==> src/rtl/alu_seq_pkg.sv <==
// Shared types for the ALU op sequencer: FSM state encoding and sub-unit codes.
package alu_seq_pkg;

  typedef enum logic [1:0] {
    StIdle  = 2'd0,
    StIssue = 2'd1,
    StWait  = 2'd2,
    StResp  = 2'd3
  } state_e;

  localparam logic [1:0] UNIT_ARITH = 2'b00;
  localparam logic [1:0] UNIT_LOGIC = 2'b01;
  localparam logic [1:0] UNIT_CMP   = 2'b10;
  localparam logic [1:0] UNIT_SHIFT = 2'b11;

endpackage

==> src/rtl/alu_op_sequencer_if.sv <==
// Command/response handshake bundle of the ALU op sequencer.
interface alu_op_sequencer_if #(
  parameter int unsigned IN_DATA_WIDTH  = 16,
  parameter int unsigned OUT_DATA_WIDTH = 16
);
  logic                      CMD_VALID;
  logic                      CMD_READY;
  logic [IN_DATA_WIDTH-1:0]  CMD_A;
  logic [IN_DATA_WIDTH-1:0]  CMD_B;
  logic [3:0]                CMD_FUN;
  logic                      RSP_VALID;
  logic                      RSP_READY;
  logic [OUT_DATA_WIDTH-1:0] RSP_DATA;
  logic [1:0]                RSP_UNIT;
  logic                      RSP_ERR;

  modport master (
    output CMD_VALID, CMD_A, CMD_B, CMD_FUN, RSP_READY,
    input  CMD_READY, RSP_VALID, RSP_DATA, RSP_UNIT, RSP_ERR
  );

  modport slave (
    input  CMD_VALID, CMD_A, CMD_B, CMD_FUN, RSP_READY,
    output CMD_READY, RSP_VALID, RSP_DATA, RSP_UNIT, RSP_ERR
  );
endinterface

==> src/rtl/alu_seq_decode.sv <==
// Unit code -> one-hot enable vector, plus selection of that unit's flag and result.
module alu_seq_decode
  import alu_seq_pkg::*;
#(
  parameter int unsigned OUT_DATA_WIDTH = 16
) (
  input  logic [1:0]                unit_sel,
  input  logic [3:0]                flag_vec,
  input  logic [OUT_DATA_WIDTH-1:0] arith_out,
  input  logic [OUT_DATA_WIDTH-1:0] logic_out,
  input  logic [OUT_DATA_WIDTH-1:0] cmp_out,
  input  logic [OUT_DATA_WIDTH-1:0] shift_out,
  output logic [3:0]                enable_vec,
  output logic                      sel_flag,
  output logic [OUT_DATA_WIDTH-1:0] sel_data
);

  always_comb begin
    enable_vec = 4'b0000;
    sel_flag   = 1'b0;
    sel_data   = '0;
    unique case (unit_sel)
      UNIT_ARITH: begin
        enable_vec = 4'b0001;
        sel_flag   = flag_vec[0];
        sel_data   = arith_out;
      end
      UNIT_LOGIC: begin
        enable_vec = 4'b0010;
        sel_flag   = flag_vec[1];
        sel_data   = logic_out;
      end
      UNIT_CMP: begin
        enable_vec = 4'b0100;
        sel_flag   = flag_vec[2];
        sel_data   = cmp_out;
      end
      UNIT_SHIFT: begin
        enable_vec = 4'b1000;
        sel_flag   = flag_vec[3];
        sel_data   = shift_out;
      end
    endcase
  end

endmodule

==> src/rtl/alu_op_sequencer.sv <==
// Issues one command at a time to an ALU sub-unit and returns its result on a response port.
// Optional WAIT watchdog enabled by defining ALU_SEQ_TIMEOUT_EN.
module alu_op_sequencer
  import alu_seq_pkg::*;
#(
  parameter int unsigned IN_DATA_WIDTH  = 16,
  parameter int unsigned OUT_DATA_WIDTH = 16,
  parameter int unsigned TIMEOUT_CYCLES = 8
) (
  input  logic                      CLK,
  input  logic                      RST,
  alu_op_sequencer_if.slave         bus,
  output logic [IN_DATA_WIDTH-1:0]  A,
  output logic [IN_DATA_WIDTH-1:0]  B,
  output logic [1:0]                ALU_FUN,
  output logic                      Arith_Enable,
  output logic                      Logic_Enable,
  output logic                      CMP_Enable,
  output logic                      Shift_Enable,
  input  logic [OUT_DATA_WIDTH-1:0] Arith_OUT,
  input  logic [OUT_DATA_WIDTH-1:0] Logic_OUT,
  input  logic [OUT_DATA_WIDTH-1:0] CMP_OUT,
  input  logic [OUT_DATA_WIDTH-1:0] Shift_OUT,
  input  logic                      Arith_Flag,
  input  logic                      Logic_Flag,
  input  logic                      CMP_Flag,
  input  logic                      Shift_Flag
);

  state_e                    state_q, state_d;
  logic [1:0]                unit_q;
  logic [3:0]                enable_vec;
  logic                      sel_flag;
  logic [OUT_DATA_WIDTH-1:0] sel_data;
  logic [OUT_DATA_WIDTH-1:0] rsp_data_q;
  logic [1:0]                rsp_unit_q;
  logic                      rsp_err_q;
  logic                      timeout;
  logic                      accept, capture, rsp_done;

  alu_seq_decode #(
    .OUT_DATA_WIDTH (OUT_DATA_WIDTH)
  ) u_decode (
    .unit_sel   (unit_q),
    .flag_vec   ({Shift_Flag, CMP_Flag, Logic_Flag, Arith_Flag}),
    .arith_out  (Arith_OUT),
    .logic_out  (Logic_OUT),
    .cmp_out    (CMP_OUT),
    .shift_out  (Shift_OUT),
    .enable_vec (enable_vec),
    .sel_flag   (sel_flag),
    .sel_data   (sel_data)
  );

`ifdef ALU_SEQ_TIMEOUT_EN
  localparam int unsigned CntW = $clog2(TIMEOUT_CYCLES + 1);
  logic [CntW-1:0] wait_cnt_q;

  // Counts cycles spent in WAIT; held at zero elsewhere so each WAIT entry starts fresh.
  always_ff @(posedge CLK or negedge RST) begin
    if (!RST) begin
      wait_cnt_q <= '0;
    end else if (state_q != StWait) begin
      wait_cnt_q <= '0;
    end else begin
      wait_cnt_q <= wait_cnt_q + 1'b1;
    end
  end

  // A flag arriving in the expiry cycle takes priority over the timeout.
  assign timeout = (state_q == StWait) && !sel_flag &&
                   (wait_cnt_q == CntW'(TIMEOUT_CYCLES - 1));
`else
  assign timeout = 1'b0;
`endif

  assign accept   = (state_q == StIdle) && bus.CMD_VALID;
  assign capture  = (state_q == StWait) && (sel_flag || timeout);
  assign rsp_done = (state_q == StResp) && bus.RSP_READY;

  always_ff @(posedge CLK or negedge RST) begin
    if (!RST) begin
      state_q <= StIdle;
    end else begin
      state_q <= state_d;
    end
  end

  always_comb begin
    state_d = state_q;
    unique case (state_q)
      StIdle:  if (accept) state_d = StIssue;
      StIssue: state_d = StWait;
      StWait:  if (capture) state_d = StResp;
      StResp:  if (rsp_done) state_d = StIdle;
    endcase
  end

  always_comb begin
    bus.CMD_READY = (state_q == StIdle);
    bus.RSP_VALID = (state_q == StResp);
    bus.RSP_DATA  = rsp_data_q;
    bus.RSP_UNIT  = rsp_unit_q;
    bus.RSP_ERR   = rsp_err_q;
    Arith_Enable  = 1'b0;
    Logic_Enable  = 1'b0;
    CMP_Enable    = 1'b0;
    Shift_Enable  = 1'b0;
    if (state_q == StIssue) begin
      {Shift_Enable, CMP_Enable, Logic_Enable, Arith_Enable} = enable_vec;
    end
  end

  always_ff @(posedge CLK or negedge RST) begin
    if (!RST) begin
      A          <= '0;
      B          <= '0;
      ALU_FUN    <= '0;
      unit_q     <= UNIT_ARITH;
      rsp_data_q <= '0;
      rsp_unit_q <= '0;
      rsp_err_q  <= 1'b0;
    end else begin
      if (accept) begin
        A       <= bus.CMD_A;
        B       <= bus.CMD_B;
        ALU_FUN <= bus.CMD_FUN[1:0];
        unit_q  <= bus.CMD_FUN[3:2];
      end
      if (capture) begin
        rsp_data_q <= sel_flag ? sel_data : '0;
        rsp_unit_q <= unit_q;
        rsp_err_q  <= !sel_flag;
      end else if (rsp_done) begin
        rsp_err_q  <= 1'b0;
      end
    end
  end

endmodule

==> src/flat_wrapper.sv <==
// flat-port wrapper written by rule: the top's interface ports become plain ports
module alu_op_sequencer_flat import alu_seq_pkg::*;
#(
  parameter int unsigned IN_DATA_WIDTH  = 16,
  parameter int unsigned OUT_DATA_WIDTH = 16,
  parameter int unsigned TIMEOUT_CYCLES = 8
)
  (CLK, RST, A, B, ALU_FUN, Arith_Enable, Logic_Enable, CMP_Enable, Shift_Enable, Arith_OUT, Logic_OUT, CMP_OUT, Shift_OUT, Arith_Flag, Logic_Flag, CMP_Flag, Shift_Flag, bus_CMD_VALID, bus_CMD_A, bus_CMD_B, bus_CMD_FUN, bus_RSP_READY, bus_CMD_READY, bus_RSP_VALID, bus_RSP_DATA, bus_RSP_UNIT, bus_RSP_ERR);
  alu_op_sequencer_if #(.IN_DATA_WIDTH(IN_DATA_WIDTH), .OUT_DATA_WIDTH(OUT_DATA_WIDTH)) bus_i ();
  input  logic CLK;
  input  logic RST;
  output logic [IN_DATA_WIDTH-1:0] A;
  output logic [IN_DATA_WIDTH-1:0] B;
  output logic [1:0] ALU_FUN;
  output logic Arith_Enable;
  output logic Logic_Enable;
  output logic CMP_Enable;
  output logic Shift_Enable;
  input  logic [OUT_DATA_WIDTH-1:0] Arith_OUT;
  input  logic [OUT_DATA_WIDTH-1:0] Logic_OUT;
  input  logic [OUT_DATA_WIDTH-1:0] CMP_OUT;
  input  logic [OUT_DATA_WIDTH-1:0] Shift_OUT;
  input  logic Arith_Flag;
  input  logic Logic_Flag;
  input  logic CMP_Flag;
  input  logic Shift_Flag;
  input wire logic [$bits(bus_i.CMD_VALID)-1:0] bus_CMD_VALID;
  input wire logic [$bits(bus_i.CMD_A)-1:0] bus_CMD_A;
  input wire logic [$bits(bus_i.CMD_B)-1:0] bus_CMD_B;
  input wire logic [$bits(bus_i.CMD_FUN)-1:0] bus_CMD_FUN;
  input wire logic [$bits(bus_i.RSP_READY)-1:0] bus_RSP_READY;
  output wire logic [$bits(bus_i.CMD_READY)-1:0] bus_CMD_READY;
  output wire logic [$bits(bus_i.RSP_VALID)-1:0] bus_RSP_VALID;
  output wire logic [$bits(bus_i.RSP_DATA)-1:0] bus_RSP_DATA;
  output wire logic [$bits(bus_i.RSP_UNIT)-1:0] bus_RSP_UNIT;
  output wire logic [$bits(bus_i.RSP_ERR)-1:0] bus_RSP_ERR;
  assign bus_i.CMD_VALID = bus_CMD_VALID;
  assign bus_i.CMD_A = bus_CMD_A;
  assign bus_i.CMD_B = bus_CMD_B;
  assign bus_i.CMD_FUN = bus_CMD_FUN;
  assign bus_i.RSP_READY = bus_RSP_READY;
  assign bus_CMD_READY = bus_i.CMD_READY;
  assign bus_RSP_VALID = bus_i.RSP_VALID;
  assign bus_RSP_DATA = bus_i.RSP_DATA;
  assign bus_RSP_UNIT = bus_i.RSP_UNIT;
  assign bus_RSP_ERR = bus_i.RSP_ERR;
  alu_op_sequencer #(.IN_DATA_WIDTH(IN_DATA_WIDTH), .OUT_DATA_WIDTH(OUT_DATA_WIDTH), .TIMEOUT_CYCLES(TIMEOUT_CYCLES)) u_core (.CLK(CLK), .RST(RST), .bus(bus_i), .A(A), .B(B), .ALU_FUN(ALU_FUN), .Arith_Enable(Arith_Enable), .Logic_Enable(Logic_Enable), .CMP_Enable(CMP_Enable), .Shift_Enable(Shift_Enable), .Arith_OUT(Arith_OUT), .Logic_OUT(Logic_OUT), .CMP_OUT(CMP_OUT), .Shift_OUT(Shift_OUT), .Arith_Flag(Arith_Flag), .Logic_Flag(Logic_Flag), .CMP_Flag(CMP_Flag), .Shift_Flag(Shift_Flag));
endmodule
==> config.mk <==
export PLATFORM = sky130hd
export DESIGN_NAME = alu_op_sequencer_flat
export DESIGN_NICKNAME = d
export VERILOG_FILES = /design/src/rtl/alu_seq_pkg.sv /design/src/rtl/alu_op_sequencer_if.sv /design/src/rtl/alu_seq_decode.sv /design/src/rtl/alu_op_sequencer.sv /design/src/flat_wrapper.sv
export SDC_FILE = /design/constraint.sdc
export NUM_CORES = 1
export LEC_CHECK = 0
export ABC_AREA = 1
export CAP_MARGIN = 0
export CORE_ASPECT_RATIO = 1.2
export CORE_MARGIN = 1
export CORE_UTILIZATION = 40
export CTS_CLUSTER_SIZE = 25
export DETAILED_ROUTE_END_ITERATION = 6
export PLACE_DENSITY = 0.91
export SLEW_MARGIN = 20
export SYNTH_ARGS = -nofsm -noshare
export SYNTH_HDL_FRONTEND = slang
export SYNTH_SLANG_ARGS = --single-unit
==> constraint.sdc <==
create_clock -name CLK -period 3.6 [get_ports CLK]
set_clock_uncertainty 0.15 [all_clocks]
set_input_delay 1.08 -clock CLK [delete_from_list [all_inputs] [get_ports CLK]]
set_output_delay 1.08 -clock CLK [all_outputs]
set_load 0.03 [all_outputs]
==> reports/summary.txt <==
status -> completed
crit path max fanout -> 4
first-pass GRT wire length -> 13,030 um
postcts setup bufs -> 0
HP Start -> u_core.bus.RSP_DATA[7]
CP startpoint kind -> flop
most frequent CP cell -> inv_1
Worst-path clk slew -> 60 ps
EDFF count, synth -> 0
Yosys warning total -> 0
crit path kind -> reg2out
# H-tree levels -> 3
Post-CTS Hold Buffers -> 0
Critical Path AT -> 1890 ps
RePlAce Congestion -> 0.7620
Peak VDD IR -> 0.6202 mV
area share of the largest cell type after synthesis -> 52.56%
Slew @ Worst Pin -> 707.7 ps
Cells after Synth -> 286
CP peak stage delay -> 700 ps
Avg Inst Size Synth -> 9.489 um2
pwr/cell area -> 899.2 mW/mm2
All-Layer GR Usage -> 23.69%
critical path cell sequence -> inv_1 -> ha_1 -> inv_1 -> nor3_1 -> clkdlybuf4s50_1
final setup vio count -> 0
most common cell in the netlist -> nand2_1
Yosys reg bits -> 57
Static Leak -> 2.041 nW
DRT iter0 DRCs -> 98
Hold Path Stages -> 2
total grt overflow -> 0
clk_lat worst skew -> 320 ps
sequential fraction of the synthesis area -> 52.56%
Die H -> 92.23 um
# rows -> 32
fin crit share -> 86.66%
FF-to-FF End -> u_core.bus.RSP_DATA[3]
Slew headroom -> 52.82%
CTS tree -> yes
unrepaired setup endpoints after global routing -> false
post-cts sizing count -> 0
Critical Path RT -> 2370 ps
chip width -> 77.19 um
Hold Vio Cnt, Final -> 0
Boundary Pins -> 167
vias post-DR -> 2,670
Primary FF master, synth -> dfrtp_1
max-cap violations -> 0
CTS Sinks -> 57
Final min period -> 3120 ps
top post-synthesis cells by area -> dfrtp_1 (53%), nand2_1 (15%), mux2_2 (14%)
IO Port Bufs -> 166
Max Buffers Root-to-Sink -> 2
synth cell count leaders -> nand2_1 (109), dfrtp_1 (57), mux2_2 (34), nand3_1 (21), nand4_1 (16)
crit end category -> output port
Yosys cell types -> 22
CP max stage cell -> clkdlybuf4s50_1
reg2reg start -> u_core.unit_q[0]
vias per std cell -> 4.935
Max Clock Freq -> 320.5 MHz
Post-Route WL -> 7969 um
vias in the first global route -> 2,838
DRT Pass-1 Iters -> 4
Antenna diodes -> 0
Worst R2R Setup Slack -> 1500 ps
R2R depth -> 6
largest net degree at the start of global routing -> 33
Post-DRT Antenna Nets -> 0
initial core utilization -> 41.84%
fin. max-slew vios -> 0
antenna violations before repair -> 0
Core Region -> 0.006486 mm2
largest area contributor in the netlist -> dfrtp_1
ys async rst share -> 100.0%
Die ar. -> 0.007119 mm2
fin nets -> 563
DP HPWL -> 6151 um
wire length per cell -> 14.73 um
Hold Crit Class -> reg2reg
post-synthesis net count -> 398
Root Buffer -> clkbuf_8
setup TNS -> 0 ps
Post-Syn Area -> 0.002714 mm2
Remaining DRCs -> 0
layout cell share with drive strength beyond 1 -> 14.25%
P&R area growth vs syn -> 71.74%
Hold Path Sink -> u_core.bus.RSP_DATA[7]
utilization after layout -> 71.86%
CTS Buf Count -> 9
flip-flops by register name, indices dropped and copies added (netlist names):
register             count
u_core.ALU_FUN           2
u_core.unit_q            2
u_core.bus.RSP_UNIT      2
u_core.bus.RSP_DATA     16
u_core.B                16
u_core.state_q           2
u_core.A                16
u_core.bus.RSP_ERR       1
stage by stage:
step | cell area (um2) | worst slack, ps | power [mW] | hold WS [ps] | std cells
after floorplan | 2714 | 1065 | 2.575 | 340.5 | 286
after global placement | 4432 | 860.3 | 3.456 | 305.5 | 525
after detailed placement | 4432 | 823.7 | 3.533 | 307.7 | 525
after CTS | 4661 | 444.4 | 4.224 | 324.1 | 541
after global routing | 4661 | 323.3 | 4.444 | 359.6 | 541
final | 4661 | 480.1 | 4.191 | 324.2 | 541
final cells by class:
class	instances	area (um2)
inverter	11	41.29
sequential	57	1426
fill	495	1826
timing repair buffer	168	1684
multi-input combinational	204	1174
clock buffer	11	151.4
tap	85	106.4
clock inverter	5	77.57
per-layer routing:
layer / GRT usage (%) / up-vias / wire (um)
li1: - / 1276 / -
met1: 25.74 / 1262 / 2865
met2: 41.74 / 109 / 4339
met3: 6.169 / 23 / 518
met4: 12.74 / 0 / 246
met5: 0 / - / 0
worst max-delay path by stage:
stage | slack (ps) | cells past startpoint | endpoint | from
2_1_floorplan | 1060 | 4 | Arith_Enable | u_core.state_q[1]
3_3_place_gp | 860 | 8 | u_core.bus.RSP_UNIT[1] | Shift_Flag
3_5_place_dp | 820 | 5 | Arith_Enable | u_core.state_q[1]
4_1_cts | 440 | 5 | Arith_Enable | u_core.state_q[1]
5_1_grt | 320 | 5 | CMP_Enable | u_core.state_q[1]
6_report | 480 | 5 | Arith_Enable | u_core.state_q[1]
cell usage in the layout, fill, tap and decap left out:
master           count
a21oi_1              3
buf_12               1
buf_2                1
buf_4                1
bufinv_16            2
clkbuf_8            11
clkdlybuf4s50_1    165
clkinv_2             2
clkinvlp_4           1
dfrtp_1             57
ha_1                 4
inv_1                7
inv_2                4
mux2_2              34
nand2_1            109
nand2_2              2
nand2_4              1
nand3_1             21
nand4_1             16
nor2_1               4
nor2_2               1
nor2_4               3
nor3_1               2
o21ai_1              2
o22ai_1              1
or2_2                1
kinds of logic after synthesis:
| family | Yosys count | synth area share [%] |
|---|---|---|
| AOI/OAI and AO/OA | 6 | 1.153 |
| adders and majority gates | 4 | 1.844 |
| buffers and inverters | 25 | 4.196 |
| DFF | 57 | 52.56 |
| muxes | 34 | 14.11 |
| and+or+nand+nor | 160 | 26.14 |
critical path, delay by kind of cell, from the launching register on:
family / cells / cell delay, ps
buffers and inverters: 3 / 860
flip-flops: 1 / 410
adder cells (fa/ha/maj): 1 / 140
AND/OR/NAND/NOR: 1 / 150
power by group:
group / switching (mW) / internal [mW] / total (mW)
clock network: 0.249 / 0.425 / 0.674
logic: 1.36 / 1.01 / 2.37
registers: 0.193 / 0.952 / 1.15
total: 1.80 / 2.39 / 4.19
(Power assumes the default switching activity.)
